===== config.mk =====
export PLATFORM = sky130hd
export DESIGN_NAME = delay_slot_scheduler
export DESIGN_NICKNAME = d
export VERILOG_FILES = /design/src/rtl/delay_slot_scheduler.sv
export SDC_FILE = /design/constraint.sdc
export NUM_CORES = 1
export LEC_CHECK = 0
export ABC_AREA = 1
export CAP_MARGIN = 10
export CORE_ASPECT_RATIO = 0.9
export CORE_MARGIN = 8
export CORE_UTILIZATION = 31
export DETAILED_ROUTE_END_ITERATION = 12
export PLACE_DENSITY_LB_ADDON = 0.2
export RECOVER_POWER = 50
export SYNTH_ARGS = -nofsm -noshare
export SYNTH_HDL_FRONTEND = slang
export SYNTH_SLANG_ARGS = --single-unit

===== constraint.sdc =====
create_clock -name C_50Mhz -period 2.4 [get_ports C_50Mhz]
set_clock_uncertainty 0.2 [all_clocks]
set_input_delay 0.36 -clock C_50Mhz [delete_from_list [all_inputs] [get_ports C_50Mhz]]
set_output_delay 0.36 -clock C_50Mhz [all_outputs]
set_load 0.005 [all_outputs]

===== src/rtl/delay_slot_scheduler.sv =====
`default_nettype none
// ============================================================================
//  Module      : delay_slot_scheduler
//  Description : Shares one prescaled delay timer between N_REQ requesters.
//                Requests are granted round-robin, one at a time. Each grant
//                counts out len ticks of CLK_DIV clock cycles, then pulses
//                the owner's done bit for one cycle.
//  Ports       : C_50Mhz - system clock (only clock)
//                rst     - synchronous active-high reset
//                req_i   - level request per requester, held until done
//                len_i   - packed lengths, slice i = len_i[i*LEN_W +: LEN_W]
//                gnt_o   - one-hot owner of the timer, zero when idle
//                done_o  - one-cycle completion pulse to the owner
//                busy_o  - high whenever the scheduler is not idle
//                tick_o  - one-cycle pulse on each prescaler wrap in COUNT
//  Revision    : 1.0 - initial release
// ============================================================================
module delay_slot_scheduler #(
   parameter int CLK_DIV = 1_000_000,
   parameter int N_REQ   = 4,
   parameter int LEN_W   = 8
) (
   input  logic                     C_50Mhz,
   input  logic                     rst,
   input  logic [N_REQ-1:0]         req_i,
   input  logic [N_REQ*LEN_W-1:0]   len_i,
   output logic [N_REQ-1:0]         gnt_o,
   output logic [N_REQ-1:0]         done_o,
   output logic                     busy_o,
   output logic                     tick_o
);

   localparam int PRE_W = $clog2(CLK_DIV);
   localparam int PTR_W = $clog2(N_REQ);

   localparam logic [PRE_W-1:0] PRE_MAX = PRE_W'(CLK_DIV - 1);
   localparam logic [PTR_W-1:0] PTR_RST = PTR_W'(N_REQ - 1);
   localparam logic [LEN_W-1:0] LEN_ONE = LEN_W'(1);
   localparam logic [N_REQ-1:0] GNT_ONE = N_REQ'(1);

   typedef enum logic [1:0] {
      ST_IDLE  = 2'd0,
      ST_COUNT = 2'd1,
      ST_DONE  = 2'd2
   } state_t;

   state_t             state_q, state_d;
   logic [PRE_W-1:0]   pre_q,   pre_d;
   logic [LEN_W-1:0]   cnt_q,   cnt_d;
   logic [PTR_W-1:0]   ptr_q,   ptr_d;
   logic [N_REQ-1:0]   gnt_q,   gnt_d;

   // Unpack the length bus so the winner's slice can be picked by index.
   logic [LEN_W-1:0]   len_arr [N_REQ];

   for (genvar gi = 0; gi < N_REQ; gi++) begin : g_len
      assign len_arr[gi] = len_i[gi*LEN_W +: LEN_W];
   end

   // Round-robin search: first set request starting just after the last
   // granted index, wrapping modulo N_REQ. The last candidate checked is
   // ptr_q itself, so a lone requester can be re-granted.
   logic               win_found;
   logic [PTR_W-1:0]   win_idx;
   logic [LEN_W-1:0]   win_len;
   int                 cand_int;
   logic [PTR_W-1:0]   cand_idx;

   always_comb begin
      win_found = 1'b0;
      win_idx   = '0;
      win_len   = '0;
      cand_int  = 0;
      cand_idx  = '0;
      for (int off = 1; off <= N_REQ; off++) begin
         cand_int = (int'(ptr_q) + off) % N_REQ;
         cand_idx = PTR_W'(cand_int);
         if (!win_found && req_i[cand_idx]) begin
            win_found = 1'b1;
            win_idx   = cand_idx;
            win_len   = len_arr[cand_idx];
         end
      end
   end

   always_ff @(posedge C_50Mhz) begin
      if (rst) begin
         state_q <= ST_IDLE;
         pre_q   <= '0;
         cnt_q   <= '0;
         ptr_q   <= PTR_RST;
         gnt_q   <= '0;
      end else begin
         state_q <= state_d;
         pre_q   <= pre_d;
         cnt_q   <= cnt_d;
         ptr_q   <= ptr_d;
         gnt_q   <= gnt_d;
      end
   end

   always_comb begin
      state_d = state_q;
      pre_d   = pre_q;
      cnt_d   = cnt_q;
      ptr_d   = ptr_q;
      gnt_d   = gnt_q;
      tick_o  = 1'b0;
      done_o  = '0;
      case (state_q)
         ST_IDLE: begin
            if (win_found) begin
               gnt_d   = GNT_ONE << win_idx;
               ptr_d   = win_idx;
               cnt_d   = win_len;
               pre_d   = '0;
               // A zero length skips counting so cnt can never underflow.
               state_d = (win_len == '0) ? ST_DONE : ST_COUNT;
            end
         end
         ST_COUNT: begin
            // Owner withdrawal takes priority over a coincident final tick.
            if ((req_i & gnt_q) == '0) begin
               gnt_d   = '0;
               state_d = ST_IDLE;
            end else if (pre_q == PRE_MAX) begin
               tick_o = 1'b1;
               pre_d  = '0;
               cnt_d  = cnt_q - 1'b1;
               if (cnt_q == LEN_ONE) begin
                  state_d = ST_DONE;
               end
            end else begin
               pre_d = pre_q + 1'b1;
            end
         end
         ST_DONE: begin
            done_o  = gnt_q;
            gnt_d   = '0;
            state_d = ST_IDLE;
         end
         default: begin
            gnt_d   = '0;
            state_d = ST_IDLE;
         end
      endcase
   end

   assign gnt_o  = gnt_q;
   assign busy_o = (state_q != ST_IDLE);

endmodule
`default_nettype wire


Yosys cells after proc, flatten, opt, wreduce, memory -nomap -nowiden

Cells that the tools add are included.

Register bits: 36
Output and inout bits: 10
Logic and storage cells: 104

Add/sub/neg operators: 6
$lt $le $gt $ge: 8
Equality and inequality tests: 10
Shift operators: 1
Muxes and demuxes: 53
Bitwise logic cells: 5
Reduce and logical (&&, ||, !) cells: 16

Operators by type and width:

| operator                                                                      | number |
|---|---|
| 8-bit 2-to-1 mux                                                              | 15 |
| 8-bit binary-select mux with 2-bit select                                     | 4 |
| 20-bit 2-to-1 mux                                                             | 3 |
| 20-bit one-hot mux with 2 select lines                                        | 1 |
| 20-bit by 1-bit adder with 20-bit output (second input constant)              | 1 |
| 20-bit == test (second input constant)                                        | 1 |
| 2-bit 2-to-1 mux                                                              | 9 |
| 8-bit one-hot mux with 2 select lines                                         | 1 |
| 3-bit >= comparator (second input constant)                                   | 4 |
| 2-bit by 3-bit less-than comparator with 1-bit output (second input constant) | 4 |
| 4-bit 2-to-1 mux                                                              | 3 |
| 2-bit NOT with 3-bit output                                                   | 4 |
| 1-bit 2-to-1 mux                                                              | 11 |
| 1-bit binary-select mux with 2-bit select                                     | 4 |
| 8-bit by 1-bit == test with 1-bit output (second input constant)              | 1 |
| 8-bit logical NOT                                                             | 1 |
| 2-bit inequality test (second input constant)                                 | 4 |
| 4-bit one-hot mux with 2 select lines                                         | 1 |
| 8-bit by 1-bit subtractor with 8-bit output (second input constant)           | 1 |
| 3-bit inequality test (second input constant)                                 | 2 |
| 3-bit AND reduction                                                           | 2 |
| 2-bit by 1-bit adder with 2-bit output (second input constant)                | 2 |
| 2-bit adder (second input constant)                                           | 2 |
| 4-bit bitwise AND                                                             | 1 |
| other kinds (11)                                                              | 17 |

Logic depth before layout (Yosys ltp)

Gate-level depths: netlist of the first run.

Word-level depth: 17
Gate-level depth with buffers: 16
Gate-level depth less buffers: 15

Worst setup path before layout of the first run

OpenSTA, ideal clock, no wires.

Path kind: reg-to-reg
Start point: register ptr_q[1]
End point: register pre_q[17]
Setup time: 0.114 ns
Arrival time: 1.679 ns
Required time: 2.086 ns
Path slack: 0.406 ns
Stages on the path, launching flop included: 15
Clock period less this slack: 1.994 ns
Path through: dfxtp_1 -> buf_2 -> inv_2 -> nand2_1 -> nand2_4 -> o21ai_2 -> nand2_1 -> nor2_2 -> nand2_2 -> nand2_4 -> inv_2 -> buf_6 -> nand2_2 -> xor2_1 -> nor2_1

Word-level cells in the longest chain between the ends: 15
Elaborated cells on any way between the ends: 24
Classes of those cells: add/sub (4); eq/ne (1); mux (12); reduce/logical (7)

RTL lines:

| item                                      | line | RTL |
|---|---|---|
| from (decl)                               | 50   | `logic [PTR_W-1:0] ptr_q, ptr_d;` |
| from (signal assigned)                    | 97   | `ptr_q <= ptr_d;` |
| 2-bit by 1-bit adder with 2-bit output    | 76   | `cand_int = (int'(ptr_q) + off) % N_REQ;` |
| 1-bit binary-select mux with 2-bit select | 78   | `if (!win_found && req_i[cand_idx]) begin` |
| 1-bit 2-to-1 mux (not written as such)    | 78   |  |
| 1-bit 2-to-1 mux                          | 78   |  |
| 1-bit logical NOT                         | 78   |  |
| 1-bit logical AND                         | 78   |  |
| 1-bit 2-to-1 mux                          | 78   |  |
| 1-bit logical NOT                         | 78   |  |
| 1-bit logical AND                         | 78   |  |
| 1-bit 2-to-1 mux                          | 78   |  |
| 1-bit logical NOT                         | 78   |  |
| 1-bit logical AND                         | 78   |  |
| 1-bit 2-to-1 mux *                        | 78   |  |
| 2-bit inequality test (no source line) *  | n/a  |  |
| 3-bit AND reduction (no source line) *    | n/a  |  |
| to (signal assigned)                      | 95   | `pre_q <= pre_d;` |
| to (decl)                                 | 48   | `logic [PRE_W-1:0] pre_q, pre_d;` |

Every way passes the cells marked *; elsewhere a longest branch is shown, timed or not. The select of a mux whose other input is x is not followed.
A chain may end at the register's enable or synchronous reset.

Final worst setup path of the first run

Start point: input port req_i[3]
End point: output port tick_o

Word-level cells in the longest chain between the ends: 4

RTL lines:

| item              | line | RTL |
|---|---|---|
| from (decl)       | 25   | `input logic [N_REQ-1:0] req_i,` |
| 4-bit bitwise AND | 123  | `if ((req_i & gnt_q) == '0) begin` |
| 4-bit logical NOT | 123  |  |
| 1-bit 2-to-1 mux  | 123  |  |
| 1-bit 2-to-1 mux  | 110  | `case (state_q)` |
| to (decl)         | 30   | `output logic tick_o` |

No other way between the ends.

==> results of run 1 <==
-- cell type report --
| type | instances | area, um^2 | share of cell area, % |
|---|---|---|---|
| multi-input combinational | 448 | 2270 | 50.7 |
| timing repair buffer | 96 | 892 | 19.9 |
| sequential | 36 | 726 | 16.2 |
| inverter | 69 | 259 | 5.79 |
| tap | 133 | 166 | 3.72 |
| clock buffer | 6 | 129 | 2.88 |
| clock inverter | 2 | 35.0 | 0.783 |
-- metrics by stage --
| step | utilization (%) | setup TNS (ns) | hold slack [ns] | setup WS (ns) | power (W) |
|---|---|---|---|---|---|
| after floorplan | - | 0 | 0.243 | 0.406 | 0.00339 |
| after global placement | 39.7 | -1.64 | 0.253 | -0.222 | 0.00455 |
| after detailed placement | 39.7 | -2.44 | 0.261 | -0.247 | 0.00458 |
| after CTS | 41.4 | 0 | 0.269 | 0.0550 | 0.00536 |
| after global routing | 42.1 | -0.0658 | 0.301 | -0.0270 | 0.00602 |
| final | 42.1 | 0 | 0.264 | 0.0637 | 0.00547 |
-- registers in the layout (all words and copies together) (netlist names) --
name     cells
cnt_q        8
pre_q       20
state_q      2
gnt_o        4
ptr_q        2
-- cell usage after synthesis --
cell and number:
nor2_1 65, inv_2 6, nor2_8 1, o21ai_0 58, buf_6 2, clkbuf_1 3
nand3_1 40, o21ai_2 2, a21oi_2 2, a22oi_1 2, xor2_1 6, nand2_2 4
nor2_2 3, nor4_1 5, o22ai_1 3, dfxtp_1 36, nand2_1 169, xnor2_1 3
nand3_4 1, o21ai_1 5, inv_1 62, nor3b_2 1, nor4b_1 1, nor3_1 5
ha_1 3, a31oi_1 1, mux2i_1 15, nand2_4 4, o31ai_1 2, buf_4 5
buf_2 11, nor2_4 1, a21oi_1 32, o21ai_4 1, or2_2 1, nand4_1 10
or4_1 1, clkinv_1 1
-- cells by family (layout without fill, tap and decap cells) --
| kind of cell | Yosys count | after routing | share of synthesized area [%] |
|---|---|---|---|
| simple gates | 312 | 313 | 41.2 |
| compound gates | 108 | 108 | 17.5 |
| buf+inv | 90 | 173 | 11.6 |
| flops | 36 | 36 | 21.7 |
| mux | 15 | 15 | 4.52 |
| xor+xnor | 9 | 9 | 2.37 |
| fa+ha+maj | 3 | 3 | 1.13 |
-- repair_timing --
| action | in CTS | in global routing |
|---|---|---|
| endpoints found under the hold margin | 0 | 0 |
| gates resized for setup | 3 | 10 |
| endpoints found under the setup margin | 1 | 32 |
| setup buffers | 1 | 1 |
| cloned | 0 | 2 |
| pin swaps | 2 | 3 |
-- tightest hold or removal path, cell delays in order (launching register included) --
cell,delay [ns]
dfxtp_1,0.30
nand2_1,0.06
a21oi_1,0.05
-- metal layers --
metal	global-route usage [%]	wire length, um	vias to the layer above
li1	-	-	2024
met1	17.5	4930	1759
met2	22.2	4340	95
met3	2.70	488	11
met4	2.59	79	0
met5	0	0	-
-- power by group --
group | internal (W) | leakage (nW) | switching [W]
clock | 0.000488 | 0.0808 | 0.000249
combinational | 0.00162 | 1.67 | 0.00227
sequential | 0.000724 | 0.293 | 0.000121
-- how the worst max path moves through the flow --
stage                end  depth (start not counted)     start  slack, ns
3_5_place_dp      tick_o                          8  req_i[3]      -0.25
2_1_floorplan  pre_q[17]                         14  ptr_q[1]       0.41
6_report          tick_o                          8  req_i[3]       0.06
4_1_cts           tick_o                          8  req_i[3]       0.06
3_3_place_gp      tick_o                          8  req_i[0]      -0.22
5_1_grt        pre_q[18]                         15  req_i[0]      -0.03
==> flow_metrics.tcl, run 1 <==
set metrics [dict create \
    cts_tree "built" \
    syn_inst 573 \
    dr_total_vias 3889 \
    initialDrtViolationCount 235 \
    path_delay_family "buffers and inverters" \
    end_kind "output pin" \
    synth_area_leaders "dfxtp_1 22%, nand2_1 19%, o21ai_0 8.7%" \
    slowest_stage "clkdlybuf4s50_1" \
    numCtsBuffers 5 \
    yosys.area.top_type "dfxtp_1" \
    holdPathStages 2 \
    worst-path-buf-inv 4 \
    antenna_cells 0 \
    ys_types 38 \
    grt_overflow 0 \
    postCtsHoldBufs 0 \
    die_h_um 114 \
    final_cell_mix "167 x nand2_1, 63 x nor2_1, 62 x inv_1" \
    path_clk_slew_ns 0.06 \
    vias_per_cell 4.92 \
    synth_nets 614 \
    rows 36 \
    fill_cells 1135 \
    cp_max_fo 2 \
    wl_mm 9.84 \
    dp.cells 778 \
    slew_headroom_pct 65.6 \
    drive_above_1_share_pct 14.6 \
    post-route-drc-count 0 \
    worstPathCellList "clkdlybuf4s50_1 -> inv_1 -> o22ai_2 -> nor2_1 -> nor2_1 -> nand3_1 -> inv_1 -> dlygate4sd2_1" \
    rr_startpoint "ptr_q[0]" \
    hold_class "register to register" \
    io_buffer_count 47 \
    worstSetupPathType "input pin to output pin" \
    slowest_delay_ns 0.48 \
    max_slew.worst_pin.slew_ns 0.511 \
    rsz0062_at_grt "yes" \
    die_w_um 125 \
    insertion_delay_ns 0.28 \
    ant_nets 0 \
    design_area_mm2 0.00447 \
    rr_worst_depth 14 \
    max-cap-violations 0 \
    min_to "cnt_q[7]" \
    dpl_cell_area_mm2 0.00422 \
    core-area_mm2 0.0106 \
    yosysSeqAreaShare_pct 21.7 \
    grt_pass1_wl_mm 16.2 \
    hold_viol 0 \
    gp_congestion 0.878 \
    layout.nets 697 \
    yosys_warnings 0 \
    clock-sinks 36 \
    clock-root-buffer "clkbuf_16" \
    antenna_found_initial 0 \
    post_drt_wl_per_cell_um 12.5 \
    synth_area_mm2 0.00332 \
    worstPathRequired_ns 1.84 \
    maxSlewViolCount 0 \
    fmax_mhz 428 \
    grt_max_degree 62 \
    ys_ff_latch 36 \
    final_cells 790 \
    hpwl_mm 7.65 \
    setup_viol 0 \
    synth_top_area_share_pct 21.7 \
    fin_crit_ns 2.34 \
    pwr_density_cell_mw_per_mm2 1220 \
    p_leak_nw 2.04 \
    die-area_mm2 0.0143 \
    cts_buffer_depth 2 \
    syn_to_final_growth_pct 34.6 \
    worstSetupStartpointType "input pin" \
    peakVddDrop_v 0.000808 \
    final_common_cell "nand2_1" \
    r2r_end "pre_q[18]" \
    initial_core_util_pct 31.3 \
    period_share_pct 97.3 \
    hp-start "cnt_q[7]" \
    io_pins 48 \
    grt_usage_pct 13.3 \
    status "finished, final reports clean" \
    grt_pass1_vias 3579 \
    syn_avg_cell_area_um2 5.80 \
    dr.pass1.iters 6 \
    r2r_slack_ns 0.18 \
    critical_path_arrival_ns 1.78 \
    htreeDepth 2 \
]
(Power assumes the default switching activity.)
==> inputs of run 2 (changes only) <==
ABC_CLOCK_PERIOD_IN_PS = 2400   (was default)
==> results of run 2 <==
The final DEF is identical to that of run 1; final timing and power are the same.
